$ cat src/rtl/fifo_rd_pkg.sv
// Shared types for the FIFO read-side controller: output buffer depth and occupancy encoding.
package fifo_rd_pkg;

    localparam int unsigned BUF_DEPTH = 2;

    typedef logic [1:0] buf_cnt_t;

    typedef enum logic [1:0] {
        BUF0 = 2'd0,
        BUF1 = 2'd1,
        BUF2 = 2'd2
    } buf_state_e;

    function automatic buf_cnt_t state_cnt(input buf_state_e s);
        case (s)
            BUF1:    return buf_cnt_t'(1);
            BUF2:    return buf_cnt_t'(2);
            default: return buf_cnt_t'(0);
        endcase
    endfunction

endpackage

$ cat src/rtl/fifo_rd_ctrl_if.sv
// FIFO read port plus the valid/ready output stream of the read controller.
interface fifo_rd_ctrl_if #(
    parameter int unsigned FIFO_WIDTH = 16
) ();

    logic                  fifo_empty;
    logic [FIFO_WIDTH-1:0] fifo_data_out;
    logic                  fifo_underflow;
    logic                  fifo_rd_en;
    logic                  m_valid;
    logic                  m_ready;
    logic [FIFO_WIDTH-1:0] m_data;

    modport master (
        input  fifo_empty, fifo_data_out, fifo_underflow, m_ready,
        output fifo_rd_en, m_valid, m_data
    );

    modport slave (
        output fifo_empty, fifo_data_out, fifo_underflow, m_ready,
        input  fifo_rd_en, m_valid, m_data
    );

endinterface

$ cat src/rtl/fifo_rd_skid_buf.sv
// Two-entry output buffer; entry 0 is always the head so the output needs no mux.
module fifo_rd_skid_buf
    import fifo_rd_pkg::*;
#(
    parameter int unsigned WIDTH = 16
) (
    input  logic             clk,
    input  logic             rst,
    input  logic             i_push,
    input  logic [WIDTH-1:0] i_din,
    input  logic             i_pop,
    input  logic             i_flush,
    output logic [WIDTH-1:0] o_head,
    output buf_state_e       o_state
);

    buf_state_e       r_state;
    buf_state_e       w_state_nxt;
    logic [WIDTH-1:0] r_mem [BUF_DEPTH];
    logic             w_push;
    logic             w_pop;
    logic             w_wr_hi;

    always_comb begin
        w_push      = i_push && !i_flush;
        w_pop       = i_pop && !i_flush;
        // After a simultaneous pop the surviving word has shifted down, so the tail moves too.
        w_wr_hi     = (r_state == BUF2) || ((r_state == BUF1) && !w_pop);
        w_state_nxt = r_state;
        if (i_flush) begin
            w_state_nxt = BUF0;
        end else if (w_push && !w_pop) begin
            case (r_state)
                BUF0:    w_state_nxt = BUF1;
                BUF1:    w_state_nxt = BUF2;
                default: w_state_nxt = r_state;
            endcase
        end else if (!w_push && w_pop) begin
            case (r_state)
                BUF2:    w_state_nxt = BUF1;
                BUF1:    w_state_nxt = BUF0;
                default: w_state_nxt = r_state;
            endcase
        end
    end

    always_ff @(posedge clk or posedge rst) begin
        if (rst) begin
            r_state <= BUF0;
        end else begin
            r_state <= w_state_nxt;
        end
    end

    always_ff @(posedge clk or posedge rst) begin
        if (rst) begin
            for (int i = 0; i < int'(BUF_DEPTH); i++) begin
                r_mem[i] <= '0;
            end
        end else begin
            if (w_pop) begin
                r_mem[0] <= r_mem[1];
            end
            if (w_push) begin
                if (w_wr_hi) begin
                    r_mem[1] <= i_din;
                end else begin
                    r_mem[0] <= i_din;
                end
            end
        end
    end

    assign o_head  = r_mem[0];
    assign o_state = r_state;

endmodule

$ cat src/rtl/fifo_rd_ctrl.sv
// Read-side controller: issues FIFO reads only when the buffer can absorb the returning word.
module fifo_rd_ctrl
    import fifo_rd_pkg::*;
#(
    parameter int unsigned FIFO_WIDTH = 16,
    parameter int unsigned CNT_WIDTH  = 16
) (
    input  logic                  clk,
    input  logic                  rst,
    fifo_rd_ctrl_if.master        bus,
    input  logic                  flush,
    output logic                  err_underflow,
    output logic [CNT_WIDTH-1:0]  word_cnt
);

    buf_state_e            w_state;
    logic [FIFO_WIDTH-1:0] w_head;
    logic                  w_valid;
    logic                  w_pop;
    logic                  w_rd_en;
    buf_cnt_t              w_occ;
    logic                  r_inflight;
    logic                  r_err;
    logic [CNT_WIDTH-1:0]  r_word_cnt;

    fifo_rd_skid_buf #(
        .WIDTH (FIFO_WIDTH)
    ) u_buf (
        .clk     (clk),
        .rst     (rst),
        .i_push  (r_inflight),
        .i_din   (bus.fifo_data_out),
        .i_pop   (w_pop),
        .i_flush (flush),
        .o_head  (w_head),
        .o_state (w_state)
    );

    assign w_valid = (w_state != BUF0);
    assign w_pop   = w_valid && bus.m_ready;
    // Buffered plus in-flight words must never exceed the buffer depth.
    assign w_occ   = state_cnt(w_state) + buf_cnt_t'(r_inflight);
    assign w_rd_en = !rst && !flush && !bus.fifo_empty
                     && ((w_occ < buf_cnt_t'(BUF_DEPTH)) || w_pop);

    always_ff @(posedge clk or posedge rst) begin
        if (rst) begin
            r_inflight <= 1'b0;
            r_err      <= 1'b0;
            r_word_cnt <= '0;
        end else begin
            r_inflight <= w_rd_en;
            if (bus.fifo_underflow) begin
                r_err <= 1'b1;
            end
            if (w_pop && !flush) begin
                r_word_cnt <= r_word_cnt + CNT_WIDTH'(1);
            end
        end
    end

    assign bus.fifo_rd_en = w_rd_en;
    assign bus.m_valid    = w_valid;
    assign bus.m_data     = w_head;
    assign err_underflow  = r_err;
    assign word_cnt       = r_word_cnt;

endmodule

$ cat src/flat_wrapper.sv
// flat-port wrapper written by rule: the top's interface ports become plain ports
module fifo_rd_ctrl_flat import fifo_rd_pkg::*;
#(
    parameter int unsigned FIFO_WIDTH = 16,
    parameter int unsigned CNT_WIDTH  = 16
)
  (clk, rst, flush, err_underflow, word_cnt, bus_fifo_empty, bus_fifo_data_out, bus_fifo_underflow, bus_m_ready, bus_fifo_rd_en, bus_m_valid, bus_m_data);
  fifo_rd_ctrl_if #(.FIFO_WIDTH(FIFO_WIDTH)) bus_i ();
  input  logic clk;
  input  logic rst;
  input  logic flush;
  output logic err_underflow;
  output logic [CNT_WIDTH-1:0] word_cnt;
  input wire logic [$bits(bus_i.fifo_empty)-1:0] bus_fifo_empty;
  input wire logic [$bits(bus_i.fifo_data_out)-1:0] bus_fifo_data_out;
  input wire logic [$bits(bus_i.fifo_underflow)-1:0] bus_fifo_underflow;
  input wire logic [$bits(bus_i.m_ready)-1:0] bus_m_ready;
  output wire logic [$bits(bus_i.fifo_rd_en)-1:0] bus_fifo_rd_en;
  output wire logic [$bits(bus_i.m_valid)-1:0] bus_m_valid;
  output wire logic [$bits(bus_i.m_data)-1:0] bus_m_data;
  assign bus_i.fifo_empty = bus_fifo_empty;
  assign bus_i.fifo_data_out = bus_fifo_data_out;
  assign bus_i.fifo_underflow = bus_fifo_underflow;
  assign bus_i.m_ready = bus_m_ready;
  assign bus_fifo_rd_en = bus_i.fifo_rd_en;
  assign bus_m_valid = bus_i.m_valid;
  assign bus_m_data = bus_i.m_data;
  fifo_rd_ctrl #(.FIFO_WIDTH(FIFO_WIDTH), .CNT_WIDTH(CNT_WIDTH)) u_core (.clk(clk), .rst(rst), .bus(bus_i), .flush(flush), .err_underflow(err_underflow), .word_cnt(word_cnt));
endmodule
$ cat config.mk
export PLATFORM = sky130hd
export DESIGN_NAME = fifo_rd_ctrl_flat
export DESIGN_NICKNAME = d
export VERILOG_FILES = /design/src/rtl/fifo_rd_pkg.sv /design/src/rtl/fifo_rd_ctrl_if.sv /design/src/rtl/fifo_rd_skid_buf.sv /design/src/rtl/fifo_rd_ctrl.sv /design/src/flat_wrapper.sv
export SDC_FILE = /design/constraint.sdc
export NUM_CORES = 1
export LEC_CHECK = 0
export ABC_AREA = 1
export BUFFER_PORTS_ARGS = -buffer_cell sky130_fd_sc_hd__buf_2
export CORE_MARGIN = 2
export CORE_UTILIZATION = 54
export DETAILED_ROUTE_END_ITERATION = 12
export GPL_TIMING_DRIVEN = 0
export PLACE_DENSITY_LB_ADDON = 0.2
export REMOVE_ABC_BUFFERS = 1
export SETUP_SLACK_MARGIN = 0.05
export SLEW_MARGIN = 10
export SYNTH_ARGS = -nofsm -noshare
export SYNTH_HDL_FRONTEND = slang
export SYNTH_HIERARCHICAL = 1
export SYNTH_SLANG_ARGS = --single-unit
$ cat constraint.sdc
create_clock -name clk -period 2 [get_ports clk]
set_input_delay 0.3 -clock clk [delete_from_list [all_inputs] [get_ports clk]]
set_output_delay 0.3 -clock clk [all_outputs]
set_load 0.05 [all_outputs]
==> impl_metrics.ini <==
[placed_design]
placed_area_um2 = 2863
gp_congestion = 0.8152
port_buffers = 56
dp_hpwl_um = 3631
place_inst = 433

[drt]
wl_met3_um = 218
routed_wirelength_um = 5325
vias_per_cell = 4.760
highest_layer = met4
ant_nets = 0
first_pass_iters = 5
drt_iter0_drc = 156
route.detailed.drc = 0
met1Wirelength_um = 2553
routed-via-count = 2099
route.met2.wl_um = 2529
wl_per_cell_um = 12.07

[floorplan]
io-pin-count = 57
dieHeight_um = 74.15
coreArea_um2 = 4723
initial_core_util_pct = 56.26
die_w_um = 74.15
fp.dieArea_um2 = 5498
rows = 25

[global_route]
grt_pass1_wl_um = 9087
grt_util_all_layers_pct = 21.31
grt_pass1_vias = 2053
antenna_found_initial = 0
grt_start_max_net_pins = 35
gr-total-overflow = 0

[power_and_ir_drop]
power_switching_share_pct = 47.08
finalPower_mw = 4.031
pwr-share-clk_pct = 14.0
switchingPower_mw = 1.898
p_per_area_nw_per_um2 = 1359
irDropWorstVdd_mv = 0.8001
p_leak_nw = 1.638
comb_power_share_pct = 45.1
internal_power_mw = 2.133
power.share.sequential_pct = 40.9

[worst_setup_path]
reg2reg_slack_ps = 210
worst_ep_required_time_ps = 1700
path_max_fanout = 6
cp-startpoint = u_core/u_buf/o_state[1]$_DFFE_PP0P_
critPathCapture = bus_fifo_rd_en
crit_arrival_ps = 1490
cp-end-kind = output pin
r2r_end = u_core/u_buf/o_head[3]$_DFF_PP0_
r2r-start = u_core/u_buf/o_state[1]$_DFFE_PP0P_
crit_type = reg2out
cp-start-kind = register
r2r_cells = 8

[timing]
hold_viol = 0
hold_slack_ps = 2.715
final.min_clock_period_ps = 1795
finalMaxSlewViolations = 0
tightest_slew_ps = 718.4
rsz0062_at_grt = false
fmax_mhz = 557.2
setup_viol = 0
fin_crit_sh_pct = 89.74
clock_skew_ps = 5.689
max_slew_margin_pct = 52.04

[cells_and_area]
n_fill_cell = 452
finalInstanceArea_um2 = 2965
postLayoutCoreUtil_pct = 62.78
syn_to_final_growth_pct = 11.58
ff_latch_area_um2 = 1301
antennaDiodeCount = 0
multi_input_area_um2 = 1062
fin_nets = 397
drive_gt1_share_pct = 21.93
finalNonFillerCells = 441

[yosys]
synthCells = 334
synth_cell_types = 23
synth_fa_ha_area_share_pct = 0.4708
synth_compound_area_share_pct = 4.896
synth_warnings = 6
synth_seq_area_share_pct = 48.96
synthMuxAreaShare_pct = 0
ys_seq_elements = 52
synth_top_family_by_area = simple AND/OR/NAND/NOR gates
avgSynthCellArea_um2 = 7.957
synth_xor_area_share_pct = 3.296
yosys.area_share.simple_pct = 30.93
syn_area_um2 = 2658

[clock_tree]
cts_buffers = 5
clk_pin_slew_ps = 90
cts_hold_buffers = 0
cts_tree = built
cts.path.max_buffers = 2
clkSinkCount = 52
insertion_delay_ps = 300
cts_root_buf = clkbuf_8
cts_max_level = 2

[status]
status = completed

[hold_path]
hp-class = in2async

[job]
maxCapViolCount = 0
[through the flow]
stage,worst slack [ps],TNS (ps)
3_5_place_dp,-419.7,-9001
2_1_floorplan,-243.2,-1229
5_1_grt,50.47,0
6_report,205.2,0
4_1_cts,101.3,0
3_3_place_gp,-924.2,-25250
[layer usage]
metal / vias to the layer above / GRT usage (%)
met5: - / 0
met4: 0 / 7.879
met3: 2 / 4.201
met2: 45 / 35.12
met1: 949 / 28.00
li1: 1103 / -
[worst min-delay path by stage]
stage	startpoint	endpoint	slack (ps)	cells past startpoint
finish	rst	u_core/word_cnt[8]$_DFFE_PP0P_	3	2
floorplan	rst	u_core/err_underflow$_DFFE_PP0P_	250	1
CTS	rst	u_core/word_cnt[12]$_DFFE_PP0P_	8	2
detailed placement	u_core/err_underflow$_DFFE_PP0P_	u_core/err_underflow$_DFFE_PP0P_	460	1
global route	rst	u_core/r_inflight$_DFF_PP0_	20	2
global placement	u_core/err_underflow$_DFFE_PP0P_	u_core/err_underflow$_DFFE_PP0P_	450	1
[layout make-up]
cell class / count / share of cell area (%)
sequential: 52 / 43.88
multi-input combinational: 220 / 35.82
timing repair buffer: 57 / 9.789
inverter: 38 / 5.063
tap: 67 / 2.827
clock buffer: 6 / 2.447
clock inverter: 1 / 0.1688
[kinds of logic after synthesis]
family                     after synthesis
and+or+nand+nor                        183
DFF                                     52
buffers and inverters                   62
xor gates and xnor gates                10
AOI/OAI and AO/OA                       26
adders and majority gates                1
[state kept, by name, summed over array words and instances (netlist names)]
register,count
u_core/u_buf/o_head,16
u_core/u_buf/r_mem,16
u_core/word_cnt,16
u_core/u_buf/o_state,2
u_core/err_underflow,1
u_core/r_inflight,1
[critical path, stage by stage, from the launching register on]
cell and delay, ps:
dfrtp_1 460, inv_1 100, a21oi_1 130, nor3_1 60, nor3_1 200, buf_4 250
[synthesized netlist by cell type]
cell type / instances / area share [%]
a21oi_1: 3 / 0.56
buf_2: 3 / 0.56
buf_4: 18 / 5.1
clkbuf_1: 3 / 0.42
dfrtp_1: 52 / 49
ha_1: 1 / 0.47
inv_1: 36 / 5.1
inv_2: 2 / 0.28
nand2_1: 119 / 17
nand2_2: 2 / 0.47
nand2_4: 4 / 1.7
nand3_1: 33 / 6.2
nand3_4: 2 / 1.3
nand4_1: 2 / 0.47
nor2_1: 12 / 1.7
nor2_2: 1 / 0.24
nor2_4: 2 / 0.85
nor3_1: 5 / 0.94
o21ai_0: 22 / 4.1
o21ai_1: 1 / 0.19
or2_2: 1 / 0.24
xnor2_1: 4 / 1.3
xor2_1: 6 / 2.0
[power by group through the flow]
stage	logic [mW]	clock network (mW)	registers, mW
finish	1.82	0.564	1.65
global route	1.99	0.626	1.69
CTS	1.83	0.593	1.65
detailed placement	1.80	0	1.67
global placement	1.77	0	1.65
floorplan	0.718	0	2.33
[repair_timing]
item,CTS,global route
setup buffers,1,0
gates resized for setup,2,4
endpoints found under the setup margin,33,7
cloned,0,0
pin swaps,1,0
[placed cells by master, fill, tap and decap left out, types with 4 or more instances in the layout]
cell type,n
xnor2_1,4
dfrtp_1,52
xor2_1,6
nand3_1,33
buf_2,55
nor3_1,5
inv_1,33
clkbuf_8,5
nand2_1,119
nand2_4,4
o21ai_0,22
nor2_1,10
(Power assumes the default switching activity.)
